`src/rtl/mmio_pkg.sv`:
```
// Shared definitions for the MMIO bus decoder: FSM encoding and default
// address-field positions.
package mmio_pkg;

    localparam int IO_BIT_DEF = 29;
    localparam int SEL_LO_DEF = 26;
    localparam int SEL_W_DEF  = 3;

    localparam logic [1:0] ST_IDLE = 2'd0;
    localparam logic [1:0] ST_WAIT = 2'd1;
    localparam logic [1:0] ST_RESP = 2'd2;
    localparam logic [1:0] ST_ERR  = 2'd3;

endpackage

```
`src/rtl/mmio_timeout_ctr.sv`:
```
// Wait-cycle counter for I/O accesses; expired flags the last permitted
// WAIT cycle so the FSM can leave for ERR on the following edge.
module mmio_timeout_ctr (
    input  logic        clock,
    input  logic        reset,
    input  logic        clear,
    input  logic        enable,
    input  logic [15:0] limit,
    output logic        expired
);

    logic [15:0] count;

    always_ff @(posedge clock or posedge reset) begin
        if (reset) begin
            count <= '0;
        end else if (clear) begin
            count <= '0;
        end else if (enable && count != 16'hFFFF) begin
            count <= count + 16'd1;
        end
    end

    // This cycle's increment would bring the count to the limit.
    assign expired = enable && (({1'b0, count} + 17'd1) >= {1'b0, limit});

endmodule

```
`src/rtl/mmio_bus_decoder.sv`:
```
// Processor bus decoder: memory region passes straight through, the I/O
// region is routed to one of NUM_SLAVES channels through a small FSM.
module mmio_bus_decoder
    import mmio_pkg::*;
#(
    parameter int NUM_SLAVES = 6,
    parameter int SEL_W      = SEL_W_DEF,
    parameter int SEL_LO     = SEL_LO_DEF,
    parameter int IO_BIT     = IO_BIT_DEF,
    parameter int TIMEOUT    = 255
) (
    input  logic                     clock,
    input  logic                     reset,
    input  logic [29:0]              m_addr,
    input  logic [31:0]              m_wdata,
    input  logic [3:0]               m_we,
    input  logic                     m_read,
    output logic [31:0]              m_rdata,
    output logic                     m_ready,
    output logic                     m_buserr,
    output logic                     mem_re,
    output logic [3:0]               mem_we,
    input  logic [31:0]              mem_rdata,
    input  logic                     mem_ready,
    output logic [NUM_SLAVES-1:0]    s_re,
    output logic [4*NUM_SLAVES-1:0]  s_we,
    input  logic [32*NUM_SLAVES-1:0] s_rdata,
    input  logic [NUM_SLAVES-1:0]    s_ready,
    output logic                     err_irq,
    output logic [29:0]              err_addr,
    input  logic                     err_clr,
    output logic [1:0]               fsm_state
);

    // Handshake: the processor holds m_addr/m_read/m_we stable until it sees
    // m_ready; a slave holds s_ready until its strobe drops.
    logic             is_io, io_req, idx_ok, sel_ready, expired, err_entry;
    logic [SEL_W-1:0] idx, idx_q;
    logic [1:0]       state, state_n;
    logic             read_q;
    logic [3:0]       we_q;
    logic [29:0]      addr_q;
    logic [31:0]      rdata_q, sel_rdata;
    logic             unused_wdata;

    assign unused_wdata = ^m_wdata;
    assign is_io        = m_addr[IO_BIT];
    assign io_req       = is_io & (m_read | (|m_we));
    assign idx          = m_addr[SEL_LO+SEL_W-1:SEL_LO];
    assign idx_ok       = (32'(idx) < 32'(NUM_SLAVES));
    assign fsm_state    = state;

    always_comb begin
        sel_ready = 1'b0;
        sel_rdata = '0;
        s_re      = '0;
        s_we      = '0;
        for (int i = 0; i < NUM_SLAVES; i++) begin
            if (idx_q == SEL_W'(i)) begin
                sel_ready = s_ready[i];
                sel_rdata = s_rdata[32*i +: 32];
                if (state == ST_WAIT) begin
                    s_re[i]        = read_q;
                    s_we[4*i +: 4] = we_q;
                end
            end
        end
    end

    always_comb begin
        state_n = state;
        case (state)
            ST_IDLE: if (io_req) state_n = idx_ok ? ST_WAIT : ST_ERR;
            ST_WAIT: begin
                if (!io_req || m_addr != addr_q) state_n = ST_IDLE;
                else if (sel_ready)              state_n = ST_RESP;
                else if (expired)                state_n = ST_ERR;
            end
            default: state_n = ST_IDLE;
        endcase
    end

    assign err_entry = (state != ST_ERR) && (state_n == ST_ERR);

    mmio_timeout_ctr u_timeout_ctr (
        .clock   (clock),
        .reset   (reset),
        .clear   (state == ST_IDLE),
        .enable  (state == ST_WAIT),
        .limit   (16'(TIMEOUT)),
        .expired (expired)
    );

    always_ff @(posedge clock or posedge reset) begin
        if (reset) begin
            state    <= ST_IDLE;
            idx_q    <= '0;
            read_q   <= 1'b0;
            we_q     <= '0;
            addr_q   <= '0;
            rdata_q  <= '0;
            err_irq  <= 1'b0;
            err_addr <= '0;
        end else begin
            state <= state_n;
            if (state == ST_IDLE && io_req) begin
                idx_q  <= idx;
                read_q <= m_read;
                we_q   <= m_we;
                addr_q <= m_addr;
            end
            if (state == ST_WAIT && state_n == ST_RESP)
                rdata_q <= read_q ? sel_rdata : 32'd0;
            // A bad index errors straight from IDLE, before addr_q is loaded.
            if (err_entry && !err_irq)
                err_addr <= (state == ST_IDLE) ? m_addr : addr_q;
            if (err_entry)
                err_irq <= 1'b1;
            else if (err_clr)
                err_irq <= 1'b0;
        end
    end

    always_comb begin
        if (!is_io) begin
            mem_re   = m_read;
            mem_we   = m_we;
            m_rdata  = mem_rdata;
            m_ready  = mem_ready;
            m_buserr = 1'b0;
        end else begin
            mem_re   = 1'b0;
            mem_we   = '0;
            m_rdata  = (state == ST_RESP) ? rdata_q : 32'd0;
            m_ready  = (state == ST_RESP) || (state == ST_ERR);
            m_buserr = (state == ST_ERR);
        end
    end

endmodule

```
`config.mk`:
```
export PLATFORM = sky130hd
export DESIGN_NAME = mmio_bus_decoder
export DESIGN_NICKNAME = d
export VERILOG_FILES = /design/src/rtl/mmio_pkg.sv /design/src/rtl/mmio_timeout_ctr.sv /design/src/rtl/mmio_bus_decoder.sv
export SDC_FILE = /design/constraint.sdc
export NUM_CORES = 1
export LEC_CHECK = 0
export BUFFER_PORTS_ARGS = -buffer_cell sky130_fd_sc_hd__clkbuf_2
export CAP_MARGIN = 15
export CORE_ASPECT_RATIO = 2
export CORE_UTILIZATION = 25
export CTS_CLUSTER_DIAMETER = 60
export DETAILED_ROUTE_END_ITERATION = 16
export GPL_ROUTABILITY_DRIVEN = 0
export GPL_TIMING_DRIVEN = 0
export PLACE_DENSITY_LB_ADDON = 0.12
export RECOVER_POWER = 25
export REMOVE_ABC_BUFFERS = 1
export SETUP_SLACK_MARGIN = 0.4
export SKIP_LAST_GASP = 1
export SLEW_MARGIN = 0
export SYNTH_ARGS = -nofsm -noshare
export SYNTH_HDL_FRONTEND = slang
export SYNTH_HIERARCHICAL = 1
export SYNTH_SLANG_ARGS = --single-unit
export TNS_END_PERCENT = 10
```
`constraint.sdc`:
```
create_clock -name clock -period 9.1 [get_ports clock]
set_input_delay 0.91 -clock clock [delete_from_list [all_inputs] [get_ports clock]]
set_output_delay 0.91 -clock clock [all_outputs]
set_load 0.005 [all_outputs]
```
==> metrics.yaml <==
startpoint_type: "primary input"
slew_headroom_pct: -171
dieWidth_um: 129
grt_pass1_wl_um: 47700
clk_pin_slew_worst_paths_ns: 0.06
ys.flop_type: "dfrtp_1"
final_core_util_pct: 34.6
tightest_slew_ns: 4.06
grt_pass1_vias: 8039
clk_latency_ns: 0.43
cts_tree: "yes"
finalClockSkew_ns: 0.0123
rows: 92
ys_warn_count: 6
die-height_um: 255
synth_edf_count: 0
drv_cap: 2
wl_per_cell_um: 20.3
globalRouteTotalUtil_pct: 19.9
coreArea_mm2: 0.0315
start_util_pct: 25.4
antenna_found_initial: 4
hold_buffers: 0
area_delta_synth_final_pct: 36.4
rsz0062_at_grt: "no"
drc: 0
gr-total-overflow: 0
netlist_instances: 827
ctsRootBufferMaster: "clkbuf_16"
outcome: "finished with violations"
finalSetupTns_ns: 0
synth_seq_cells: 116
synthArstFlopShare_pct: 100
ant_nets: 0
worstRegToRegCells: 15
rr_startpoint: "u_timeout_ctr/count[0]$_DFFE_PP0P_"
first_pass_iters: 5
violations: "capacitance limit, slew limit"
criticalPathCategory: "primary input to async pin"
vias: 7866
drive_gt1_share_pct: 46.8
worstPathArrival_ns: 4.87
synthTopCellsByCount: "dfrtp_1, a22oi_1, mux2_2, inv_1, nand2_1"
yosysTopAreaCell: "dfrtp_1"
fmax_ghz: 0.190
clock_sinks: 116
cts_setup_buffers: 0
grt_max_degree: 71
hold_depth: 1
power.density_mw_per_mm2: 175
slew_violations: 103
leakagePower_nw: 5.29
cp-startpoint: "reset"
routed_wirelength_um: 33000
drt-vias-per-instance: 4.85
ys_types: 56
drt-initial-drc-count: 360
htreeDepth: 4
synth.avg_cell_area_um2: 9.68
setup_violations: 0
synth.most_common_cell: "dfrtp_1"
worst_ep_required_time_ns: 8.69
crit_fanout: 70
cts_resized: 0
period_minus_slack_ns: 5.28
cts_buffer_depth: 2
io_pins: 403
nNetsFinal: 1498
crit_path_end_kind: "async pin"
period_share_pct: 58.0
io_buffers: 370
synth_area_mm2: 0.00801
hold_viol_final: 0
cts_buffers: 17
peakVddDrop_uv: 127
yosys.area.top_type_share_pct: 36.2
dp_hpwl_um: 25500
min-delay-start: "err_addr[29]$_DFFE_PP0P_"
die-area_mm2: 0.0328
hold_class: "register to register"
synth_seq_area_share_pct: 36.2
synthTopCellsByArea: "dfrtp_1, mux2_2, a22oi_1"
-- per-layer routing --
layer | vias up | share of wire (%) | global-route usage, %
li1 | 3706 | - | -
met1 | 3792 | 37 | 20.1
met2 | 316 | 53 | 37.8
met3 | 52 | 6.7 | 5.08
met4 | 0 | 3.3 | 8.77
met5 | - | 0 | 0
-- critical path: stages --
cell and delay (ns):
clkbuf_1 0.09, clkinvlp_2 0.90, clkbuf_1 2.90
-- layout make-up --
type	instances	area (um^2)
Timing Repair Buffer	382	2050
Tap cell	423	529
Clock buffer	18	439
Antenna cell	5	12.5
Multi-Input combinational cell	606	4660
Sequential cell	116	2900
Clock inverter	14	105
Inverter	57	215
Fill cell	3426	20600
-- report_power, final --
| part | switching, mW | internal [mW] | leakage (nW) | total (mW) |
|---|---|---|---|---|
| clock network | 0.271 | 0.356 | 0.255 | 0.627 |
| logic | 0.278 | 0.318 | 3.56 | 0.597 |
| registers | 0.0728 | 0.610 | 1.47 | 0.683 |
| total | 0.622 | 1.28 | 5.29 | 1.91 |
-- placed cells by master, fill, tap and decap left out, types with 4 or more instances in the layout --
cell type / count
dfrtp_1: 116
nand4_1: 16
xnor2_1: 36
a22oi_1: 96
nor3_1: 5
or3_1: 9
clkinvlp_4: 5
nand3_1: 11
xor2_1: 8
a31oi_1: 33
mux2_4: 29
diode_2: 5
inv_1: 56
clkbuf_2: 369
ha_1: 17
nand2b_1: 4
buf_12: 4
nor2_1: 44
o21ai_0: 44
and3_1: 5
or4_1: 4
conb_1: 16
nor2b_1: 9
o31ai_1: 5
nand2_1: 57
clkbuf_16: 17
a21oi_1: 15
mux2_2: 96
-- flip-flops by register name, indices dropped and copies added, names as in the netlist --
register             flops
fsm_state                2
u_timeout_ctr/count     16
idx_q                    2
err_addr                30
rdata_q                 32
addr_q                  28
err_irq                  1
read_q                   1
we_q                     4
-- through the flow --
| step | power [mW] | setup slack (ns) | hold slack [ns] | std cells | instance area, um^2 |
|---|---|---|---|---|---|
| floorplan | 1.01 | 3.90 | 0.436 | 779 | 7720 |
| global placement | 1.27 | 0.784 | 0.455 | 1572 | 10100 |
| detailed placement | 1.30 | 4.38 | 0.453 | 1584 | 10400 |
| CTS | 1.94 | 4.35 | 0.458 | 1616 | 10900 |
| global route | 2.02 | 2.77 | 0.486 | 1620 | 10900 |
| finish | 1.91 | 3.82 | 0.464 | 1621 | 10900 |
-- kinds of logic (layout without fill, tap and decap cells) --
logic type	count (synthesis)	count (layout)	synth area share (%)
AOI/OAI and AO/OA	208	208	17.5
xor gates and xnor gates	44	44	4.81
adders and majority gates	17	17	2.66
buffers and inverters	119	471	6.92
DFF	116	116	36.2
muxes	128	128	19.3
other	2	21	0.0938
and+or+nand+nor	193	193	12.4
-- path summary, 6_finish.rpt --
path / end / slack (ns)
setup reg to reg: err_addr[4]$_DFFE_PP0P_ / 4.46
hold / removal: err_addr[29]$_DFFE_PP0P_ / 0.46
hold reg to reg: err_addr[29]$_DFFE_PP0P_ / 0.46
setup / recovery: addr_q[19]$_DFFE_PP0P_ / 3.82
max in group clock: err_addr[4]$_DFFE_PP0P_ / 4.46
min in group asynchronous: u_timeout_ctr/count[14]$_DFFE_PP0P_ / 0.60
No activity file was read; power rests on OpenSTA's default activity.
